==> config.mk <==
export PLATFORM = sky130hd
export DESIGN_NAME = seg7_scan_decoder
export DESIGN_NICKNAME = d
export VERILOG_FILES = /design/src/rtl/seg7_scan_decoder.sv
export SDC_FILE = /design/constraint.sdc
export NUM_CORES = 1
export LEC_CHECK = 0
export BUFFER_PORTS_ARGS = -buffer_cell sky130_fd_sc_hd__buf_4
export CAP_MARGIN = 20
export CORE_AREA = 4 4 71 73
export CTS_CLUSTER_DIAMETER = 80
export DETAILED_ROUTE_END_ITERATION = 12
export DIE_AREA = 0 0 75 77
export PLACE_DENSITY = 0.79
export SLEW_MARGIN = 20
export SYNTH_ARGS = -nofsm -noshare
export SYNTH_HDL_FRONTEND = slang
export SYNTH_SLANG_ARGS = --single-unit
==> constraint.sdc <==
create_clock -name clk -period 2.6 [get_ports clk]
set_input_delay 0.13 -clock clk [delete_from_list [all_inputs] [get_ports clk]]
set_output_delay 0.13 -clock clk [all_outputs]
set_load 0.1 [all_outputs]
==> src/rtl/seg7_scan_decoder.sv <==
// Samples a multiplexed 7-segment bus, filters scan glitches and decodes each digit back to BCD.
// Optional macro SEG7_HEX_EN: the A..F segment patterns also decode as legal hex digits.
module seg7_scan_decoder #(
  parameter int NDIG       = 4,
  parameter int STABLE     = 3,
  parameter bit ACTIVE_LOW = 1'b1
) (
  input  logic              clk,
  input  logic              rst_n,
  input  logic [7:0]        seg,
  input  logic [NDIG-1:0]   dig_sel,
  input  logic              sample_en,
  input  logic              err_clr,
  output logic [4*NDIG-1:0] bcd_out,
  output logic [NDIG-1:0]   dp_out,
  output logic [NDIG-1:0]   digit_valid,
  output logic              frame_valid,
  output logic              err
);

  localparam int         SW  = NDIG + 8;
  localparam logic [3:0] STB = 4'(STABLE);

  typedef enum logic {COLLECT, EMIT} state_e;

  // {legal, nibble}; illegal patterns report nibble F
  function automatic logic [4:0] decode(input logic [6:0] p);
    logic [4:0] r;
    case (p)
      7'h3F: r = 5'h10;
      7'h06: r = 5'h11;
      7'h5B: r = 5'h12;
      7'h4F: r = 5'h13;
      7'h66: r = 5'h14;
      7'h6D: r = 5'h15;
      7'h7D: r = 5'h16;
      7'h07: r = 5'h17;
      7'h7F: r = 5'h18;
      7'h6F: r = 5'h19;
`ifdef SEG7_HEX_EN
      7'h77: r = 5'h1A;
      7'h7C: r = 5'h1B;
      7'h39: r = 5'h1C;
      7'h5E: r = 5'h1D;
      7'h79: r = 5'h1E;
      7'h71: r = 5'h1F;
`endif
      default: r = 5'h0F;
    endcase
    return r;
  endfunction

  logic [7:0]        seg_ah;
  logic [SW-1:0]     smp;
  logic              blank, multi, accept, legal;
  logic [4:0]        dec;
  logic [NDIG-1:0]   acc_mask;

  logic [3:0]        cnt_q, cnt_d;
  logic [SW-1:0]     hist_q, hist_d;
  logic [4*NDIG-1:0] bcd_q, bcd_d;
  logic [NDIG-1:0]   dp_q, dp_d, dv_q, dv_d, seen_q, seen_d;
  logic              err_q, err_d;
  state_e            state_q, state_d;

  assign seg_ah   = ACTIVE_LOW ? ~seg : seg;
  assign smp      = {dig_sel, seg_ah};
  assign blank    = (dig_sel == '0);
  assign multi    = ((dig_sel & (dig_sel - NDIG'(1))) != '0);
  assign dec      = decode(seg_ah[6:0]);
  assign legal    = dec[4];
  assign acc_mask = accept ? dig_sel : '0;

  // Stability filter: accept fires only on the sample where the run length hits STABLE
  always_comb begin
    cnt_d  = cnt_q;
    hist_d = hist_q;
    accept = 1'b0;
    if (sample_en) begin
      if (blank || multi) begin
        cnt_d  = '0;
        hist_d = smp;
      end else if (smp == hist_q) begin
        if (cnt_q < STB) begin
          cnt_d  = cnt_q + 4'd1;
          accept = (cnt_q + 4'd1 == STB);
        end
      end else begin
        cnt_d  = 4'd1;
        hist_d = smp;
        accept = (STB == 4'd1);
      end
    end
  end

  always_comb begin
    bcd_d = bcd_q;
    dp_d  = dp_q;
    dv_d  = dv_q;
    for (int i = 0; i < NDIG; i++) begin
      if (acc_mask[i]) begin
        bcd_d[4*i +: 4] = dec[3:0];
        dp_d[i]         = seg_ah[7];
        dv_d[i]         = legal;
      end
    end
    err_d = (err_q & ~err_clr) | (sample_en & multi) | (accept & ~legal);
  end

  // EMIT restarts the mask from this cycle's accept so it is not lost
  always_comb begin
    state_d = state_q;
    seen_d  = seen_q;
    case (state_q)
      COLLECT: begin
        seen_d = seen_q | acc_mask;
        if (&seen_d) state_d = EMIT;
      end
      EMIT: begin
        seen_d  = acc_mask;
        state_d = COLLECT;
      end
      default: state_d = COLLECT;
    endcase
  end

  always_ff @(posedge clk or negedge rst_n) begin
    if (!rst_n) begin
      cnt_q   <= '0;
      hist_q  <= '0;
      bcd_q   <= '1;
      dp_q    <= '0;
      dv_q    <= '0;
      seen_q  <= '0;
      err_q   <= 1'b0;
      state_q <= COLLECT;
    end else begin
      cnt_q   <= cnt_d;
      hist_q  <= hist_d;
      bcd_q   <= bcd_d;
      dp_q    <= dp_d;
      dv_q    <= dv_d;
      seen_q  <= seen_d;
      err_q   <= err_d;
      state_q <= state_d;
    end
  end

  assign bcd_out     = bcd_q;
  assign dp_out      = dp_q;
  assign digit_valid = dv_q;
  assign err         = err_q;
  assign frame_valid = (state_q == EMIT);

endmodule

# --- Word level (Yosys, flattened, before mapping) ---
# Cells that the tools add are included.
word_totals:
  output_inout_bits: 26
  latch_bits: 0
  reg_bits: 46
  n_memories: 0
  rom_bits: 0
  mem_bits_rw: 0
  wordCells: 65
  input_bits: 16
op_classes:
  eq_ne: 14
  n_reduce_logical: 6
  add_sub_neg: 2
  n_lt_le_gt_ge: 1
  div_mod_pow: 0
  n_mux: 14
  shifts: 0
  bitwise_logic: 11
  mul: 0
ops:
  columns: ["cell", "count"]
  rows:
  - ["5-bit case mux with 10 select lines", 1]
  - ["7-bit == test (second input constant)", 7]
  - ["12-bit two-way mux", 2]
  - ["4-bit two-way mux", 4]
  - ["7-bit by 3-bit == test with 1-bit output (second input constant)", 2]
  - ["12-bit == test", 1]
  - ["8-bit NOT", 1]
  - ["4-bit case mux with 2 select lines", 1]
  - ["7-bit by 6-bit == test with 1-bit output (second input constant)", 1]
  - ["1-bit two-way mux", 5]
  - ["4-bit by 1-bit adder with 4-bit output (second input constant)", 1]
  - ["4-bit bitwise AND", 1]
  - ["4-bit by 2-bit == test with 1-bit output (second input constant)", 1]
  - ["4-bit zero test", 1]
  - ["4-bit by 2-bit less-than comparator with 1-bit output (second input constant)", 1]
  - ["4-bit bitwise OR", 1]
  - ["2-bit AND reduction", 2]
  - ["4-bit AND reduction", 1]
  - ["4-bit nonzero test", 1]
  - ["4-bit by 1-bit subtractor with 4-bit output (second input constant)", 1]
  - ["1-bit bitwise AND", 3]
  - ["3-bit by 2-bit != test with 1-bit output (second input constant)", 1]
  - ["1-bit NOT", 3]
  - ["2-bit != test (second input constant)", 1]
  - ["3 further kinds", 4]

# --- Depth between registers and ports, before layout ---
depth:
  depth_word: 11
  depth_mapped: 8
  mapped_depth_nobuf: 7

# --- Worst setup path after synthesis ---
# OpenSTA, ideal clock, no wires.
synth_path:
  path_kind: "register to register"
  from: "register cnt_q[0]"
  to: "register dv_q[2] (netlist: digit_valid[2])"
  path_slack_ns: 0.288
  t_arrival_ns: 2.184
  path_stages_with_launch: 8
  path_buffers: 1
  period_less_slack_ns: 2.312
  required_ns: 2.472
  setup_time_ns: 0.128
  path_cell_list: "dfrtp_1 -> ha_1 -> nor4b_4 -> and2_1 -> nand2_1 -> or4_1 -> buf_6 -> mux2_1"
synth_via:
  elab_chain_cells: 7
  elab_cells_between_ends: 8
  classes_between: "1 x add/sub; 1 x order compare; 1 x eq/ne; 5 x mux"
synth_lines:
  columns: ["item", "line", "rtl"]
  rows:
  - ["start: declaration", "59", "logic [3:0] cnt_q, cnt_d;"]
  - ["start signal: assignment", "138", "cnt_q <= cnt_d;"]
  - ["4-bit by 1-bit adder with 4-bit output", "86", "accept = (cnt_q + 4'd1 == STB);"]
  - ["4-bit by 2-bit == test with 1-bit output", "86", null]
  - ["1-bit two-way mux (*)", "84", "if (cnt_q < STB) begin"]
  - ["1-bit two-way mux (*)", "83", "end else if (smp == hist_q) begin"]
  - ["1-bit two-way mux (*)", "80", "if (blank || multi) begin"]
  - ["1-bit two-way mux (*)", "79", "if (sample_en) begin"]
  - ["4-bit two-way mux (*)", "72", "assign acc_mask = accept ? dig_sel : '0;"]
  - ["end signal: assignment", "142", "dv_q <= dv_d;"]
  - ["end: declaration", "62", "logic [NDIG-1:0] dp_q, dp_d, dv_q, dv_d, seen_q, seen_d;"]
# Mark *: on every way between the ends. The rest lies on a longest branch, timed or not.
# A chain may end at the register's enable or synchronous reset.

# --- Final worst setup path ---
# Ends and elaborated chain as after synthesis.

==> metrics.cfg <==
[status]
run_status=finished, final reports clean

[clock_tree]
cts_setup_buffers=0
cts_tree=built
cts_buffers=5
cts-resized-gates=0
cts_root_buffer=clkbuf_8
h-tree-depth=2
clk_path_buf_depth=2
clock_latency_ns=0.30
clk_transition_reported_paths_ns=0.09
cts_sinks=46
ctsHoldBuffers=1

[cells_and_area]
drive_above_1_share_pct=36.1
nFillCells=353
multi_input_area_sq_um=1030
num-nets-final=266
seqCellArea_sq_um=1170
area_growth_pct=16.7
antenna-diode-count=0

[placed_design]
gp_congestion=0.789
place.port_buffers=41
hpwl_microns=3480

[die]
fp-row-count=24
dieArea_sq_um=5780
initial_core_util_pct=53.4
coreArea_sq_um=4350
die_w_microns=75
ios=42
die_h_microns=77

[drt]
avgRoutedWirePerCell_microns=15.7
drc=0
vias_per_cell=5.48
num_vias=1650
drtAntennaViolNets=0
first_pass_iters=4
routed_wl_microns=4730
drt_iter0_drc=152

[power_and_ir_drop]
intPower_mw=0.991
p_leak_nw=1.24
swShare_pct=25.9
vdd_drop_max_mv=0.203
power.share.sequential_pct=56.1
comb_power_share_pct=12.6
p_clk_share_pct=31.3
finalPower_mw=1.34
p_sw_mw=0.347
cellPowerDensity_nw_per_um2=493

[logic_synthesis]
synthesis.nets=230
synth_area_sq_um=2330
ys_types=46
ys_seq_elements=46
async_flop_share_pct=100
synth-main-ff-cell=dfrtp_1
avgSynthCellArea_sq_um=11.0
synthCells=212
yosys_warnings=0
synth_edf_count=0
ys_seq_area_share_pct=50.3

[critical_path]
critPathMaxFanout=10
timing_worst_setup_path_type=reg -> reg
start_kind=flop
crit_arrival_ns=2.62
slowest_stage=or4_1
cp_top_family=simple AND/OR/NAND/NOR gates
slowest_delay_ns=0.74
crit_buf_inv=0
crit_required_ns=2.79
end_kind=flop
worstPathCellList=ha_1 -> nor4b_4 -> and2_1 -> nand2_1 -> or4_1 -> mux2_1

[timing]
worst_pin_slew_ns=0.857
whs_ns=0.0597
setup_viol=0
fin_crit_sh_pct=93.5
final_hold_viol_count=0
finalClockSkew_ns=0.0126
rsz0062_at_grt=false
maxSlewHeadroom_pct=42.3
fmax_ghz=0.412
finalSetupTns_ns=0
drv_slew=0
min_period_ns=2.43

[global_routing]
grt-ovfl-total=0
grt_max_degree=47
grt_first_pass_wirelength_microns=7800
antenna_found_initial=0
grt.total_usage_pct=17.3
grt_pass1_vias=1617

[job]
drv_cap=0

[min_path]
hp-class=in -> reg

## cells by family after synthesis
group | after synthesis | share of synthesized area [%]
simple gates | 67 | 16.3
flops | 46 | 50.3
compound gates | 36 | 9.41
buf+inv | 23 | 5.43
mux | 23 | 11.7
xor+xnor | 14 | 5.27
fa+ha+maj | 3 | 1.51
## per-stage QoR
| stage | util [%] | instance area [sq um] | cells | setup WS, ns |
|---|---|---|---|---|
| after floorplan | - | 2330 | 212 | 0.288 |
| after global placement | 60.2 | 2620 | 292 | 0.253 |
| after detailed placement | 60.2 | 2620 | 292 | 0.156 |
| after CTS | 62.4 | 2720 | 301 | 0.150 |
| after global routing | 62.4 | 2720 | 301 | 0.0801 |
| final | 62.4 | 2720 | 301 | 0.170 |
## state kept, by name, summed over array words and instances (netlist names)
register     count
digit_valid      4
frame_valid      1
cnt_q            4
bcd_out         16
dp_out           4
err              1
hist_q          12
seen_q           4
## cells in the final DEF, fill, tap and decap left out, types with 3 or more instances in the layout
master,instances
clkbuf_8,5
and3_1,3
o21ai_0,22
dfstp_2,16
nor3_1,7
xor2_1,4
buf_4,44
nor2_1,6
mux2_2,14
and2_1,4
xnor2_1,10
a21o_1,3
inv_1,7
dfrtp_1,30
nor4_1,5
mux2_1,4
mux2_4,4
nand2_1,23
## cells in the mapped netlist (2+ instances only)
library cell / number / share of area (%)
dfstp_2: 16 / 18
mux2_4: 4 / 2.6
or4_1: 2 / 0.64
and3_1: 3 / 0.81
buf_6: 3 / 1.5
nor2_1: 6 / 0.97
clkbuf_1: 3 / 0.48
mux2_1: 4 / 1.9
o21ai_0: 22 / 4.7
dfrtp_1: 30 / 32
a221oi_1: 2 / 0.75
a21o_1: 3 / 0.97
nand4_1: 2 / 0.54
mux2_2: 14 / 6.8
a22oi_1: 2 / 0.64
nor4_1: 5 / 1.3
nand2_1: 23 / 3.7
nor3_1: 7 / 1.5
nand3b_1: 2 / 0.64
nor2b_1: 2 / 0.54
buf_4: 2 / 0.64
ha_1: 2 / 1.1
xnor2_1: 10 / 3.8
inv_1: 7 / 1.1
and2_1: 4 / 1.1
buf_2: 8 / 1.7
xor2_1: 4 / 1.5
or3_1: 2 / 0.54
## per-layer routing
metal  global-route usage (%)  vias up  share of wire, %
li1                         -      814                 -
met1                     23.4      794                45
met2                     27.8       37                49
met3                     2.88        5               4.1
met4                     5.87        0               1.1
met5                        0        -                 0
## final cells by class
type / instances / area share [%]
Timing Repair Buffer: 45 / 12.5
Clock inverter: 2 / 0.369
Clock buffer: 6 / 2.67
Inverter: 7 / 0.968
Sequential cell: 46 / 43.1
Tap cell: 52 / 2.40
Multi-Input combinational cell: 143 / 37.9
## power groups by stage
stage                     Sequential [mW]  Clock [mW]  Combinational, mW
after global routing                0.754       0.468              0.186
after CTS                           0.751       0.433              0.169
after detailed placement            0.764           0              0.168
after global placement              0.763           0              0.163
after floorplan                     0.774           0              0.100
final                               0.750       0.419              0.168
## path summary, 6_finish.rpt
kind / from / to / slack [ns] / cells after the start
hold reg to reg: dp_out[1]$_DFFE_PN0P_ / dp_out[1]$_DFFE_PN0P_ / 0.48 / 2
setup / recovery: cnt_q[0]$_DFFE_PN0P_ / digit_valid[2]$_DFFE_PN0P_ / 0.17 / 6
min in group asynchronous: rst_n / digit_valid[1]$_DFFE_PN0P_ / 0.37 / 2
max in group asynchronous: rst_n / bcd_out[5]$_DFFE_PN1P_ / 1.84 / 2
setup reg to reg: cnt_q[0]$_DFFE_PN0P_ / digit_valid[2]$_DFFE_PN0P_ / 0.17 / 6
hold / removal: sample_en / cnt_q[0]$_DFFE_PN0P_ / 0.06 / 2
(Power assumes the default switching activity.)
